===== src/rtl/uart_arb_pkg.sv =====
// Shared definitions for the UART transmit arbiter: FSM state encoding,
// default header tag base and an index-width helper.
package uart_arb_pkg;

    typedef enum logic [1:0] {
        ST_IDLE   = 2'd0,
        ST_TAG    = 2'd1,
        ST_STREAM = 2'd2
    } arb_state_e;

    localparam logic [7:0] TAG_BASE_DEF = 8'hA0;

    // Index width for n sources; never narrower than one bit.
    function automatic int idx_w(input int n);
        return (n <= 32'sd2) ? 32'sd1 : $clog2(n);
    endfunction

endpackage


===== src/rtl/uart_tx_arbiter_if.sv =====
// Byte-stream bundle between the sources, the arbiter and the UART TX shifter.
// master: arbiter view; slave: the sources and transmitter around it.
interface uart_tx_arbiter_if #(
    parameter int NUM_REQ = 4
) ();
    logic [NUM_REQ-1:0]   req_valid;
    logic [8*NUM_REQ-1:0] req_data;
    logic [NUM_REQ-1:0]   req_last;
    logic [NUM_REQ-1:0]   req_ready;
    logic                 tx_valid;
    logic [7:0]           tx_data;
    logic                 tx_ready;

    modport master (
        input  req_valid, req_data, req_last, tx_ready,
        output req_ready, tx_valid, tx_data
    );

    modport slave (
        output req_valid, req_data, req_last, tx_ready,
        input  req_ready, tx_valid, tx_data
    );
endinterface


===== src/rtl/uart_tx_arbiter_rr_pick.sv =====
// Combinational round-robin picker: first requester at or after last_ptr+1,
// wrapping modulo NUM_REQ.
module rr_pick
    import uart_arb_pkg::*;
#(
    parameter int NUM_REQ = 4,
    parameter int GW      = idx_w(NUM_REQ)
) (
    input  logic [NUM_REQ-1:0] req,
    input  logic [GW-1:0]      last_ptr,
    output logic [GW-1:0]      pick,
    output logic               any
);

    logic [GW-1:0] idx_s;
    logic          hit_s;

    // Scan sources in rotating priority order and keep the first hit.
    always_comb begin
        pick  = '0;
        any   = 1'b0;
        idx_s = '0;
        hit_s = 1'b0;
        for (int i = 0; i < NUM_REQ; i++) begin
            idx_s = GW'((int'(last_ptr) + 32'sd1 + i) % NUM_REQ);
            hit_s = req[idx_s] & ~any;
            pick  = hit_s ? idx_s : pick;
            any   = any | hit_s;
        end
    end

endmodule


===== src/rtl/uart_tx_arbiter.sv =====
// Packet-locked round-robin arbiter sharing one UART byte transmitter.
// Define UART_ARB_TAG_EN to prefix every packet with header TAG_BASE|grant_id.
module uart_tx_arbiter
    import uart_arb_pkg::*;
#(
    parameter int NUM_REQ        = 4,
    parameter int TIMEOUT_CYCLES = 65535
`ifdef UART_ARB_TAG_EN
    ,
    parameter logic [7:0] TAG_BASE = TAG_BASE_DEF
`endif
) (
    input  logic                       clk_50MHz,
    input  logic                       reset,
    uart_tx_arbiter_if.master          bus,
    output logic [idx_w(NUM_REQ)-1:0]  grant_id,
    output logic                       busy,
    output logic                       timeout_pulse
);

    localparam int            GW       = idx_w(NUM_REQ);
    localparam int            CW       = $clog2(TIMEOUT_CYCLES + 1);
    localparam logic [CW-1:0] CNT_LAST = CW'(TIMEOUT_CYCLES - 1);
    localparam logic [CW-1:0] CNT_MAX  = {CW{1'b1}};

    arb_state_e         state_r, state_nx_s;
    logic [GW-1:0]      grant_r, grant_nx_s;
    logic [GW-1:0]      last_ptr_r, last_ptr_nx_s;
    logic [CW-1:0]      idle_cnt_r, idle_cnt_nx_s;
    logic [GW-1:0]      pick_s;
    logic               any_s;
    logic [NUM_REQ-1:0] req_ready_s;
    logic               tx_valid_s;
    logic [7:0]         tx_data_s;
    logic               timeout_s;
    logic               cur_valid_s;
    logic               cur_last_s;
    logic [7:0]         cur_data_s;

    rr_pick #(
        .NUM_REQ (NUM_REQ),
        .GW      (GW)
    ) u_rr_pick (
        .req      (bus.req_valid),
        .last_ptr (last_ptr_r),
        .pick     (pick_s),
        .any      (any_s)
    );

    assign cur_valid_s = bus.req_valid[grant_r];
    assign cur_last_s  = bus.req_last[grant_r];
    assign cur_data_s  = bus.req_data[{grant_r, 3'b000} +: 8];

    // State, grant, rotation pointer and idle counter registers.
    always_ff @(posedge clk_50MHz) begin
        if (reset) begin
            state_r    <= ST_IDLE;
            grant_r    <= '0;
            last_ptr_r <= GW'(NUM_REQ - 1);
            idle_cnt_r <= '0;
        end else begin
            state_r    <= state_nx_s;
            grant_r    <= grant_nx_s;
            last_ptr_r <= last_ptr_nx_s;
            idle_cnt_r <= idle_cnt_nx_s;
        end
    end

    // Next-state and output decode; STREAM is a zero-latency pass-through.
    always_comb begin
        state_nx_s    = state_r;
        grant_nx_s    = grant_r;
        last_ptr_nx_s = last_ptr_r;
        idle_cnt_nx_s = idle_cnt_r;
        req_ready_s   = '0;
        tx_valid_s    = 1'b0;
        tx_data_s     = 8'h00;
        timeout_s     = 1'b0;
        case (state_r)
            ST_IDLE: begin
                if (any_s) begin
                    grant_nx_s    = pick_s;
                    last_ptr_nx_s = pick_s;
                    idle_cnt_nx_s = '0;
`ifdef UART_ARB_TAG_EN
                    state_nx_s    = ST_TAG;
`else
                    state_nx_s    = ST_STREAM;
`endif
                end else begin
                    state_nx_s    = ST_IDLE;
                end
            end
`ifdef UART_ARB_TAG_EN
            ST_TAG: begin
                tx_valid_s = 1'b1;
                tx_data_s  = TAG_BASE | 8'(grant_r);
                if (bus.tx_ready) begin
                    state_nx_s    = ST_STREAM;
                    idle_cnt_nx_s = '0;
                end else begin
                    state_nx_s    = ST_TAG;
                end
            end
`endif
            ST_STREAM: begin
                tx_valid_s           = cur_valid_s;
                tx_data_s            = cur_data_s;
                req_ready_s[grant_r] = bus.tx_ready;
                if (cur_valid_s && bus.tx_ready) begin
                    idle_cnt_nx_s = '0;
                    state_nx_s    = cur_last_s ? ST_IDLE : ST_STREAM;
                end else if (!cur_valid_s) begin
                    if (idle_cnt_r == CNT_LAST) begin
                        timeout_s  = 1'b1;
                        state_nx_s = ST_IDLE;
                    end else begin
                        // A stalled source with valid held never reaches here.
                        idle_cnt_nx_s = (idle_cnt_r == CNT_MAX) ? idle_cnt_r
                                                                : idle_cnt_r + CW'(1'b1);
                    end
                end else begin
                    idle_cnt_nx_s = idle_cnt_r;
                end
            end
            default: begin
                state_nx_s = ST_IDLE;
            end
        endcase
    end

    assign bus.req_ready  = req_ready_s;
    assign bus.tx_valid   = tx_valid_s;
    assign bus.tx_data    = tx_data_s;
    assign grant_id       = grant_r;
    assign busy           = (state_r != ST_IDLE);
    assign timeout_pulse  = timeout_s;

endmodule


===== src/flat_wrapper.sv =====
// flat-port wrapper written by rule: the top's interface ports become plain ports
module uart_tx_arbiter_flat import uart_arb_pkg::*;
#(
    parameter int NUM_REQ        = 4,
    parameter int TIMEOUT_CYCLES = 65535

)
  (clk_50MHz, reset, grant_id, busy, timeout_pulse, bus_req_valid, bus_req_data, bus_req_last, bus_tx_ready, bus_req_ready, bus_tx_valid, bus_tx_data);
  uart_tx_arbiter_if #(.NUM_REQ(NUM_REQ)) bus_i ();
  input  logic clk_50MHz;
  input  logic reset;
  output logic [idx_w(NUM_REQ)-1:0] grant_id;
  output logic busy;
  output logic timeout_pulse;
  input wire logic [$bits(bus_i.req_valid)-1:0] bus_req_valid;
  input wire logic [$bits(bus_i.req_data)-1:0] bus_req_data;
  input wire logic [$bits(bus_i.req_last)-1:0] bus_req_last;
  input wire logic [$bits(bus_i.tx_ready)-1:0] bus_tx_ready;
  output wire logic [$bits(bus_i.req_ready)-1:0] bus_req_ready;
  output wire logic [$bits(bus_i.tx_valid)-1:0] bus_tx_valid;
  output wire logic [$bits(bus_i.tx_data)-1:0] bus_tx_data;
  assign bus_i.req_valid = bus_req_valid;
  assign bus_i.req_data = bus_req_data;
  assign bus_i.req_last = bus_req_last;
  assign bus_i.tx_ready = bus_tx_ready;
  assign bus_req_ready = bus_i.req_ready;
  assign bus_tx_valid = bus_i.tx_valid;
  assign bus_tx_data = bus_i.tx_data;
  uart_tx_arbiter #(.NUM_REQ(NUM_REQ), .TIMEOUT_CYCLES(TIMEOUT_CYCLES)) u_core (.clk_50MHz(clk_50MHz), .reset(reset), .bus(bus_i), .grant_id(grant_id), .busy(busy), .timeout_pulse(timeout_pulse));
endmodule

===== config.mk =====
export PLATFORM = sky130hd
export DESIGN_NAME = uart_tx_arbiter_flat
export DESIGN_NICKNAME = d
export VERILOG_FILES = /design/src/rtl/uart_arb_pkg.sv /design/src/rtl/uart_tx_arbiter_if.sv /design/src/rtl/uart_tx_arbiter_rr_pick.sv /design/src/rtl/uart_tx_arbiter.sv /design/src/flat_wrapper.sv
export SDC_FILE = /design/constraint.sdc
export NUM_CORES = 1
export LEC_CHECK = 0
export CAP_MARGIN = 10
export CORE_ASPECT_RATIO = 0.8
export CORE_MARGIN = 2
export CORE_UTILIZATION = 40
export DETAILED_ROUTE_END_ITERATION = 7
export PLACE_DENSITY = 0.86
export SETUP_SLACK_MARGIN = 0.15
export SYNTH_ARGS = -nofsm -noshare
export SYNTH_HDL_FRONTEND = slang
export SYNTH_HIERARCHICAL = 1
export SYNTH_SLANG_ARGS = --single-unit

===== constraint.sdc =====
create_clock -name clk_50MHz -period 1.8 [get_ports clk_50MHz]
set_input_delay 0.18 -clock clk_50MHz [delete_from_list [all_inputs] [get_ports clk_50MHz]]
set_output_delay 0.18 -clock clk_50MHz [all_outputs]
set_load 0.01 [all_outputs]

==> results, run 1 <==
- The flow ran to the end, but the final reports show violations.
- Averaged over all synthesized cells, the footprint is 8.527 um^2.
- STA classifies the critical path endpoint as a register.
- Clock-pin slew was measured on the worst setup and hold paths at 0.08 ns.
- The number of hold buffers added after CTS is 0.
- The remaining design rule violation count is 0.
- Summing internal, switching and leakage power gives 1.335 mW.
- The clock period minus worst slack is 1.995 ns.
- Setup slack on the critical path of the routed design comes to -0.1953 ns.
- The number of vias in the routed layout is 2,088.
- The post-synth net total is 234.
- Across the VDD grid, the largest voltage drop is 0.0004477 V.
- The number of rows in the core area is 20.
- The arrival time of data at the critical path endpoint is 2.18 ns.
- For met2 alone, demand over resource in global routing was 0.4875.
- The die is 60.77 um tall.
- The number of ports placed on the die boundary is 60.
- The clock net in this run drives a total of 21 sinks.
- Max-cap violations in this run came to 0.
- The source of the worst hold timing path is u_core/grant_id[0].
- The initial detailed-routing violation count is 172.
- The cell count of the worst hold path is 2.
- The sequential-to-total area share from yosys stat is 0.2609.
- Setup violations remaining at the end of the flow were counted as 25.
- The total of warnings raised by yosys is 6.
- The pin count of the biggest net entering global routing is 15.
- By startpoint and endpoint, the worst setup path is classified as reg -> reg.
- The routed length per instance is 18.63 um.
- For this run, the top clock speed supported by timing is 0.5012 GHz.
- The worst-case hold path end point is u_core/grant_id[0].
- The global-route wire length before repair is 9.342 mm.
- Once placement completed, the tool counted placed cells totaling 341.
- The final hold violation count is 0.
- After synthesis, the cell types taking the most area are sky130_fd_sc_hd__dfxtp_1, sky130_fd_sc_hd__mux4_2, sky130_fd_sc_hd__a31oi_1.
- The start point of the critical path is u_core/grant_id[0].
- The share of flip-flops with an asynchronous set or reset is 0.
- The most used flip-flop cell after synthesis is sky130_fd_sc_hd__dfxtp_1.
- The synthesized design spends more area on one cell type than any other, namely sky130_fd_sc_hd__dfxtp_1.
- After synthesis the cells add up to 1612 um^2.
- The CTS tree is done.
- Synthesis produced a netlist whose cell count is 189.
- Setup repair after global routing could not meet its margin everywhere.
- The slowest stage of the critical path is the sky130_fd_sc_hd__mux4_2 cell.
- The distinct cell type count of the synthesized netlist is 39.
- The setup slack after placement is -0.4570 ns.
- For the worst flop-to-flop path, the logic depth is 7.
- Along the worst path, the maximum fanout reaches 7.
- Walking the worst path, the cells encountered are mux4_2, buf_6, a21o_4, a31oi_4, buf_4, a21oi_2, a311oi_1.
- The tightest slew margin relative to the limit is 0.7693.
- The worst register-to-register path begins at u_core/grant_id[0].
- The total cell area at the placement stage is 2599 um^2.
- Data on the critical path is required at its endpoint by 1.98 ns.
- The post-route clock period utilization is 1.109.
- Counting flops with a built-in enable in the synthesized netlist gives 0.
- The actual slew at the worst max-slew pin is 0.3435 ns.
- The first detailed-routing pass took 4 iterations.
- Setup total negative slack on the finished layout was measured at -2.219 ns.
- The placer congestion estimate is 0.9283.
- The utilization of the core after routing is 0.7415.
- The later-pin clock latency in the skew report is 0.27 ns.
- The most frequent standard cell in the layout excluding fill and tap cells is sky130_fd_sc_hd__buf_4.
- In this run the horizontal extent of the chip is 74.97 um.
- In the final layout, the share of cells above drive strength 1 is 0.4026.
- The setup slack of the worst register-to-register path is -0.20 ns.
- The via count normalized by instance count is 5.832.
- For this run, the slowest stage of the critical path takes 0.52 ns.
- The clock skew after layout is 0.003644 ns.
- Excluding fillers, the count of instances in the completed layout stands at 358.
- The final non-filler cell area is 2839 um^2.
- The via count of the first global-routing pass is 1,988.
- The endpoint of the most critical register-to-register path is u_core/idle_cnt_r[7].
- Counting flops and latches in the post-synthesis netlist gives 21.
- Clock tree synthesis inserted a total of 3 buffers.
- In this run the power density over the cells is 470.4 nW/um^2.
- In this run the tool buffered the top-level ports with 59 buffer cells.
- The top cell types in the final layout, fill and taps aside, are sky130_fd_sc_hd__buf_4, sky130_fd_sc_hd__clkdlybuf4s50_1, sky130_fd_sc_hd__nand2_1, sky130_fd_sc_hd__dfxtp_1, sky130_fd_sc_hd__a31oi_1.
- The placeable core region is 3829 um^2.
- The count of pins over their slew limit is 0.
- For met1 alone, demand over resource in global routing was 0.3296.
- For this run, the post-layout net count is 349.
- The checks that failed: setup timing.
- The count of nets left with antenna violations once routing finished came out at 0.
- met2 is the most crowded layer.
- The met3 routing resource usage after global routing is 0.04651.
- Hold timing on the final database bottoms out at a slack of 0.4944 ns.
- Summed over all nets, the half-perimeter wirelength after detailed placement is 4.353 mm.
- The type of the worst min-delay path is reg -> reg.
- STA classifies the critical path startpoint as a register.
- The initial cell density of the core is 0.4209.
- Of the post-synthesis cell area, the dominant cell type holds 0.2609.
- The number of antenna violations at the first check in global routing is 0.
- The total global routing track utilization is 0.2706.
- The final global-route overflow total is 0.
- In this run the static leakage power is 1.154 nW.
- For this block, the routed nets add up to 6.669 mm of wire.
- The buffer levels on the longest clock path is 2.
- The CTS root buffer is sky130_fd_sc_hd__clkbuf_8.
- The signed area change from the synthesized netlist to the final layout is 76.16%.
- The floorplan die area is 4556 um^2.
- The antenna diode count is 0.
- The number of H-tree levels is 1.
Yosys cell counts (all sizes together) (3+ instances only):
master	instances
mux4	10
nor2b	4
nand2b	10
nand3	7
a311oi	4
nor3	3
and4	4
inv	4
dfxtp	21
a31oi	13
nor4	3
a21oi	14
nand4	6
and3	4
o21ai	10
a21o	3
clkbuf	8
a211oi	4
and2	11
nor2	13
nand2	17
critical path: cells and delay by family, from the launching register on:
kind,cells,cell delay [ns]
multiplexers,1,0.52
flip-flops,1,0.36
AO/OA/AOI/OAI,4,0.69
buffers and inverters,2,0.33
how the worst max path moves through the flow:
stage	end	slack (ns)
final	u_core/idle_cnt_r[7]	-0.20
after global routing	u_core/idle_cnt_r[6]	-0.25
after CTS	u_core/idle_cnt_r[8]	-0.13
after detailed placement	timeout_pulse	-0.46
after global placement	timeout_pulse	-0.36
after floorplan	u_core/idle_cnt_r[7]	-0.03
sequential cells by signal, indices dropped and copies added (netlist names):
signal and count:
u_core/grant_id 2, u_core/idle_cnt_r 16, u_core/state_r 1, u_core/last_ptr_r 2
timing repair:
action,4_1_cts,5_1_grt
buffers inserted,4,8
endpoints found under the setup margin,30,30
pin swaps,6,12
resized for setup,63,30
cloned,0,1
layer usage:
| layer | share of wire | up-vias | wire length (um) |
|---|---|---|---|
| li1 | - | 956 | - |
| met1 | 0.39 | 988 | 2613 |
| met2 | 0.50 | 123 | 3364 |
| met3 | 0.075 | 21 | 497 |
| met4 | 0.029 | 0 | 193 |
| met5 | 0 | - | 0 |
area by class of cell:
type | instances | area, um^2
sequential | 21 | 427.9
tap | 55 | 68.82
clock buffer | 3 | 41.29
fill | 248 | 989.7
clock inverter | 1 | 5.005
multi-input combinational | 154 | 1251
timing repair buffer | 120 | 1030
inverter | 4 | 15.01
where the power goes:
| group | total, mW | switching (mW) | internal [mW] | leakage (nW) |
|---|---|---|---|---|
| Clock | 0.315 | 0.160 | 0.155 | 0.0255 |
| Combinational | 0.522 | 0.217 | 0.305 | 0.956 |
| Sequential | 0.499 | 0.0183 | 0.480 | 0.172 |
| Total | 1.34 | 0.395 | 0.940 | 1.15 |
logic make-up (layout without fill, tap and decap cells):
family	after synthesis	after routing	share of synthesized area
compound gates	57	57	0.2446
fa+ha+maj	2	2	0.01553
buf+inv	14	128	0.03960
flops	21	21	0.2609
mux	11	11	0.1460
simple gates	84	84	0.2935
No activity file was read; power rests on OpenSTA's default activity.
==> run 2, diff against run 1 <==
Settings changed: SYNTH_HIERARCHICAL 1 to not set.
==> results, run 2 <==
- The run finished, with violations left.
- The final reports fail on setup timing.
- The placer congestion estimate is 0.9798.
- The total power of the final layout is 1.569 mW.
- The post-synthesis instance area is 1608 um^2.
- The total power per unit cell area is 516.8 nW/um^2.
- Ranked by instance count, the synthesized netlist is headed by sky130_fd_sc_hd__dfxtp_1, sky130_fd_sc_hd__nand2_1, sky130_fd_sc_hd__a21oi_1.
- At the worst endpoint, the required time is 2.02 ns.
- The power share of the combinational group is 0.467.
- The floorplan die area is 4546 um^2.
- The cell count of the worst hold path is 2.
- The signed area change from the synthesized netlist to the final layout is 88.87%.
- For this run the aggregate overflow at the end of global routing stands at 0.
- The worst IR drop on VDD is 0.0004157 V.
- The endpoint identified for the worst register-to-register timing path is u_core.idle_cnt_r[10].
- Summing all flip-flop and latch instances after layout gives 425.4 um^2.
- Dividing the synthesized area by the synthesized cell count gives 8.245 um^2.
- The share of total power dissipated in the clock network is 0.212.
- The sort of element at the end of the critical path is a register.
- The number of antenna violations at the first check in global routing is 0.
- The number of H-tree levels is 1.
- The number of iterations in the first detailed-routing pass is 4.
- In this run the worst path has a maximum fanout of 4.
- Across all register-to-register paths, the minimum setup slack is -0.33 ns.
- The post-DP HPWL is 4.164 mm.
- The worst setup path is of the reg -> reg kind.
- Headroom to the max-slew limit came out at 0.6140.
- In this run, CTS created clock tree buffers numbering 3.
- The final-stage net count is 361.
- The count of input and output buffers is 59.
- The post-CTS clock slew at the launch and capture registers of the worst setup and hold paths is 0.08 ns.
- The fmax is 0.4692 GHz.
- For the final routed database, the setup TNS stands at -4.401 ns.
- Among all flip-flop cells after synthesis, the most frequent one is sky130_fd_sc_hd__dfxtp_1.
- The slowest stage of the critical path belongs to the cell sky130_fd_sc_hd__mux4_2.
- In this run the worst hold path is classified as reg -> reg.
- The total leakage power is 1.181 nW.
- The initial detailed-routing violation count is 148.
- For the worst flop-to-flop path, the logic depth is 8.
- Synthesis produced a netlist with a net count of 240.
- The cell that appears most often on the critical path is sky130_fd_sc_hd__buf_4.
- The total area of multi-input combinational cells is 1333 um^2.
- The design internal power is 1.069 mW.
- The number of ports placed on the die boundary is 60.
- The share of the Yosys chip area taken by registers is 0.2615.
- The total cell area at the placement stage is 2584 um^2.
- The post-route clock period utilization is 1.184.
- The register with the most flip-flops in the layout has 16 of them.
- Leaving out fill and tap cells, the most frequent cell in the layout is sky130_fd_sc_hd__buf_4.
- The source of the worst hold timing path is u_core.idle_cnt_r[15].
- The worst path in the final design needs a cycle of 2.131 ns, including I/O delays and setup.
- Setup repair after global routing could not meet its margin everywhere.
- The die span in y is 60.71 um.
- Of the post-synthesis cell area, the dominant cell type holds 0.2615.
- The count of nets left with antenna violations after detail routing is 0.
- The sequential share of power is 0.321.
- The share of layout cells above drive strength 1 is 0.4381.
- In the global route stage, overall resource usage came out at 0.2993.
- After detailed routing, the number of vias per cell comes to 5.970.
- The via count of the first global-routing pass came to 2,189.
- The routed design has 7.183 mm of wire.
- During synthesis, Yosys emitted a total of 0 warnings.
- For this configuration, the core starts out at a cell density of 0.4199.
- The worst-case hold path end point is u_core.idle_cnt_r[15].
- The register name with the most flops is u_core.idle_cnt_r.
- The tool flagged a number of max-cap violations equal to 0.
- The top cell types in the final layout, fill and taps aside, are sky130_fd_sc_hd__buf_4, sky130_fd_sc_hd__clkdlybuf4s50_1, sky130_fd_sc_hd__dfxtp_1.
- The number of flops mapped to enable cells by yosys is 0.
- The distinct cell type count of the synthesized netlist is 42.
- Measured along the x axis, the die boundary spans 74.88 um.
- In the routed design, unresolved DRC markers number 0.
- The library cell with the largest summed area after synthesis is sky130_fd_sc_hd__dfxtp_1.
- Walking the worst path, the cells encountered are mux4_2, buf_6, buf_4, nand3_4, o311ai_4, buf_4, or4_4, nand2_2.
- Row generation in the floorplan step produced 20 rows.
- The clock net in this run drives a total of 21 sinks.
- The buffer levels on the longest clock path is 2.
- The pin count of the biggest net entering global routing is 15.
- The reg-to-reg critical path startpoint is u_core.grant_id[0].
- Sorting the synthesized cells by area gives the leading types as sky130_fd_sc_hd__dfxtp_1, sky130_fd_sc_hd__mux4_2, sky130_fd_sc_hd__a21oi_1.
- The clock skew after layout is 0.007734 ns.
- The repair_antennas step left the layout with diodes totalling 0.
- In the post-synthesis netlist, the cell with the most instances is sky130_fd_sc_hd__dfxtp_1.
- The synthesized netlist cell count is 195.
- The number of setup violations in the final report is 26.
- The number of hold buffers added after CTS is 0.
- The count of filler cells inserted in the layout is 218.
- STA classifies the critical path startpoint as a register.
- The worst setup slack after layout is -0.3312 ns.
- The synthesis-stage register bit count is 21.
- The later pin in the worst-skew pair is clocked with a latency of 0.27 ns.
- Dividing the detail-routed wire length by the instance count gives 19.41 um.
- The count of pins over their slew limit was 0.
- For the worst setup path, the data arrival time is 2.35 ns.
- The switching share of power is 0.3188.
- The root buffer cell chosen for the clock tree is sky130_fd_sc_hd__clkbuf_8.
- The number of vias in the routed layout is 2,209.
- The actual slew at the worst max-slew pin is 0.5743 ns.
- The placeable core region is 3829 um^2.
- The final hold violation count is 0.
- The critical path's largest stage delay is 0.52 ns.
- The global-route wire length before repair is 10.22 mm.
- TritonCTS built the clock tree.
- The share of flip-flops with an asynchronous set or reset is 0.
- The net switching power is 0.5002 mW.
- The final non-filler cell area is 3037 um^2.
## run 2: worst max-delay path by stage
| stage | startpoint | to | slack (ns) | cells past startpoint |
|---|---|---|---|---|
| after floorplan | u_core.grant_id[0] | u_core.idle_cnt_r[10] | -0.24 | 7 |
| after global placement | bus_req_valid[3] | u_core.idle_cnt_r[11] | -0.42 | 7 |
| after detailed placement | bus_req_valid[3] | u_core.idle_cnt_r[11] | -0.51 | 7 |
| after CTS | u_core.grant_id[0] | u_core.idle_cnt_r[11] | -0.23 | 7 |
| after global routing | u_core.grant_id[0] | u_core.idle_cnt_r[10] | -0.43 | 9 |
| final | u_core.grant_id[0] | u_core.idle_cnt_r[10] | -0.33 | 8 |
## run 2: timing repair
item                       in CTS  in global routing
gates cloned                    1                  0
gates resized for setup        92                 32
setup endpoints to repair      30                 31
pin swaps                      18                 11
buffers inserted               17                  1
## run 2: power groups by stage
stage / logic [mW] / clock network (mW) / registers (mW)
after floorplan: 0.251 / 0 / 0.515
after global placement: 0.502 / 0 / 0.510
after detailed placement: 0.519 / 0 / 0.512
after CTS: 0.654 / 0.316 / 0.501
after global routing: 0.775 / 0.341 / 0.506
final: 0.733 / 0.333 / 0.503
## run 2: critical path: cells and delay by family (launching register included)
family                 cells  cell delay, ns
AOI/OAI and AO/OA          1            0.12
buffers and inverters      3            0.47
DFF                        1            0.35
muxes                      1            0.52
and+or+nand+nor            3            0.62
## run 2: stage by stage
step                utilization  hold WS, ns  setup WS (ns)  std cells
floorplan                     -       0.4000        -0.2377        195
global placement         0.6748       0.4751        -0.4227        347
detailed placement       0.6748       0.4839        -0.5072        347
CTS                      0.7605       0.5004        -0.2349        369
global route             0.7931       0.5420        -0.4275        370
finish                   0.7931       0.5020        -0.3312        370
## run 2: cell families (layout without fill, tap and decap cells)
kind of cell | Yosys count | count (layout) | synth area share
flops | 21 | 21 | 0.2615
mux | 14 | 14 | 0.1650
buf+inv | 18 | 138 | 0.04902
fa+ha+maj | 2 | 2 | 0.01556
simple gates | 92 | 92 | 0.3121
compound gates | 48 | 48 | 0.1969
## run 2: cell type report
class	count	area share
Clock buffer	4	0.01483
Tap cell	55	0.02266
Timing Repair Buffer	127	0.3737
Multi-Input combinational cell	156	0.4388
Inverter	7	0.009889
Sequential cell	21	0.1401
## run 2: routing by layer
| layer | global-route usage | vias to the layer above | routed length [um] |
|---|---|---|---|
| met3 | 0.07807 | 35 | 622 |
| met4 | 0.1327 | 0 | 324 |
| met5 | 0 | - | 0 |
| li1 | - | 1003 | - |
| met1 | 0.3129 | 1055 | 2551 |
| met2 | 0.5652 | 116 | 3685 |
==> run 3, diff against run 2 <==
Settings changed: CORE_MARGIN 2 to not set, GPL_TIMING_DRIVEN set to 0.
==> results, run 3 (synthesis gave the netlist of run 2 again) <==
- The CTS root buffer is sky130_fd_sc_hd__clkbuf_8.
- The worst setup path is captured at a register.
- The placeable core region is 3829 um^2.
- The fmax is 0.4723 GHz.
- In the global route stage, overall resource usage came out at 0.2546.
- The remaining design rule violation count is 0.
- The via count of the first global-routing pass is 1,845.
- In the finished design, the share of the clock period the worst path needs comes to 1.176.
- After detailed routing, the average wire length per cell comes to 17.13 um.
- Data on the critical path is required at its endpoint by 2.01 ns.
- The total power per unit cell area is 542.7 nW/um^2.
- For the final routed database, the setup TNS stands at -5.626 ns.
- Of all nets on the critical path, the largest fanout is 6.
- The library cells used most frequently in the layout, excluding fill and tap cells, are sky130_fd_sc_hd__clkdlybuf4s50_1, sky130_fd_sc_hd__buf_4, sky130_fd_sc_hd__nand2_1.
- At the later pin of the worst-skew pair, clock insertion delay measures 0.27 ns.
- The critical path's largest stage delay is 0.55 ns.
- The final non-filler cell area is 2719 um^2.
- The register with the most flip-flops in the final layout is u_core.idle_cnt_r.
- The number of ports placed on the die boundary is 60.
- The HPWL after detailed placement is 3.464 mm.
- The clock skew after layout is 0.004861 ns.
- The count of nets left with antenna violations once routing finished came out at 0.
- The final-stage net count is 327.
- The clock sink count is 21.
- Clock-pin slew was measured on the worst setup and hold paths at 0.07 ns.
- The number of setup violations in the final report is 28.
- In this run the cell area measured after placement is 2258 um^2.
- The detailed router finished its first iteration with 131 violations.
- Summed over all cells, the static leakage comes to 1.023 nW.
- The max-capacitance violation count is 0.
- The worst setup slack after layout is -0.3174 ns.
- The via count normalized by instance count is 5.973.
- After layout, the minimum clock period comes to 2.117 ns.
- The final reports fail on setup timing.
- The setup slack after placement is -0.8542 ns.
- The number of flip-flops in the largest register is 16.
- The share of layout cells above drive strength 1 is 0.3416.
- The number of vias in the routed layout is 2,007.
- The CTS tree is done.
- The utilization of the core after routing is 0.7101.
- The setup path with the least slack is of type reg -> reg.
- The count of pins over their slew limit is 0.
- The cell count of the worst hold path is 2.
- The endpoint identified for the worst register-to-register timing path is u_core.idle_cnt_r[10].
- VDD sags by at most 0.0005350 V.
- Walking the worst path, the cells encountered are buf_6, mux4_2, a21o_1, a21o_1, buf_6, or4_4, nand2_1.
- STA puts the critical path data arrival time at 2.33 ns.
- The startpoint identified for the worst register-to-register timing path is u_core.grant_id[0].
- From synthesis to final layout, the design area changed by 69.11%.
- The die covers 4278 um^2.
- Setup repair after global routing could not meet its margin everywhere.
- The final global-route overflow total is 0.
- The antenna diode count is 0.
- The global-route wire length before repair is 8.445 mm.
- The pin count of the biggest net entering global routing is 12.
- The length in cells of the worst reg-to-reg path is 7.
- The placer congestion estimate is 0.9020.
- The worst pin sits at a relative slew slack of 0.6883.
- The initial cell density of the core is 0.4199.
- The master of the slowest instance on the critical path is sky130_fd_sc_hd__mux4_2.
- The run finished, with violations left.
- The type of the worst min-delay path is in -> reg.
- Counting along the longest clock path gives a buffer depth of 2.
- The worst hold path terminates at u_core.grant_id[1].
- The actual slew at the worst max-slew pin is 0.4632 ns.
- The number of clock buffers inserted by TritonCTS is 3.
- The number of antenna violations at the first check in global routing was 0.
- The worst setup path is launched from a register.
- The final hold violation count is 0.
- The setup slack of the worst register-to-register path is -0.32 ns.
- The most frequent standard cell in the layout excluding fill and tap cells is sky130_fd_sc_hd__clkdlybuf4s50_1.
- From bottom edge to top edge, the die measures 58.71 um.
- CTS built an H-tree with a depth of 1.
- The count of input and output buffers is 57.
- For this run, the detailed router's first-pass iteration total came to 4.
- The total power of the final layout is 1.475 mW.
- The overall die width is 72.88 um.
- After floorplanning, the core was divided into 20 placement rows.
- Summed over all layers, the routed wires come to 5.756 mm.
- In this run the most critical hold path is launched from reset.
-- run 3: how the worst max path moves through the flow --
| stage | start | endpoint | slack, ns |
|---|---|---|---|
| final | u_core.grant_id[0] | u_core.idle_cnt_r[10] | -0.32 |
| after detailed placement | bus_req_valid[2] | u_core.idle_cnt_r[12] | -0.85 |
| after floorplan | u_core.grant_id[0] | u_core.idle_cnt_r[10] | -0.24 |
| after global placement | bus_req_valid[2] | u_core.idle_cnt_r[10] | -0.86 |
| after CTS | u_core.grant_id[0] | u_core.idle_cnt_r[14] | -0.32 |
| after global routing | u_core.grant_id[0] | u_core.idle_cnt_r[14] | -0.37 |
-- run 3: per-stage QoR --
step | hold slack [ns] | cells
after floorplan | 0.4000 | 195
after global placement | 0.4786 | 307
after detailed placement | 0.4937 | 307
after CTS | 0.2924 | 325
after global routing | 0.3343 | 336
final | 0.3249 | 336
-- run 3: per-layer routing --
layer	up-vias	part of all wire	track usage
met5	-	0	0
met4	0	0.016	0.06443
met3	11	0.081	0.05137
met2	101	0.52	0.4860
met1	965	0.38	0.2909
li1	930	-	-
-- run 3: what timing repair did --
| item | 4_1_cts | 5_1_grt |
|---|---|---|
| gates resized for setup | 90 | 40 |
| cloned | 1 | 1 |
| pin swaps | 11 | 16 |
| setup endpoints to repair | 35 | 30 |
| hold buffers | 0 | 0 |
| buffers inserted | 13 | 10 |
| endpoints found under the hold margin | 0 | 0 |
-- run 3: layout make-up --
class                           count  area [um^2]
Multi-Input combinational cell    156         1250
Fill cell                         279         1110
Timing Repair Buffer               82        777.0
Sequential cell                    21        431.7
Buffer                             11        118.9
Tap cell                           55        68.82
Clock buffer                        4        45.04
Inverter                            7        27.53
-- run 3: critical path, delay by kind of cell (launching register included) --
family                 cells  cell delay, ns
muxes                      1            0.55
and+or+nand+nor            2            0.54
AOI/OAI and AO/OA          2            0.40
DFF                        1            0.34
buffers and inverters      2            0.24
-- run 3: where the power goes --
part           switching, mW  leakage, nW  total [mW]  internal (mW)
registers             0.0262        0.174       0.509          0.483
clock network          0.155       0.0228       0.313          0.158
logic                  0.263        0.826       0.653          0.390
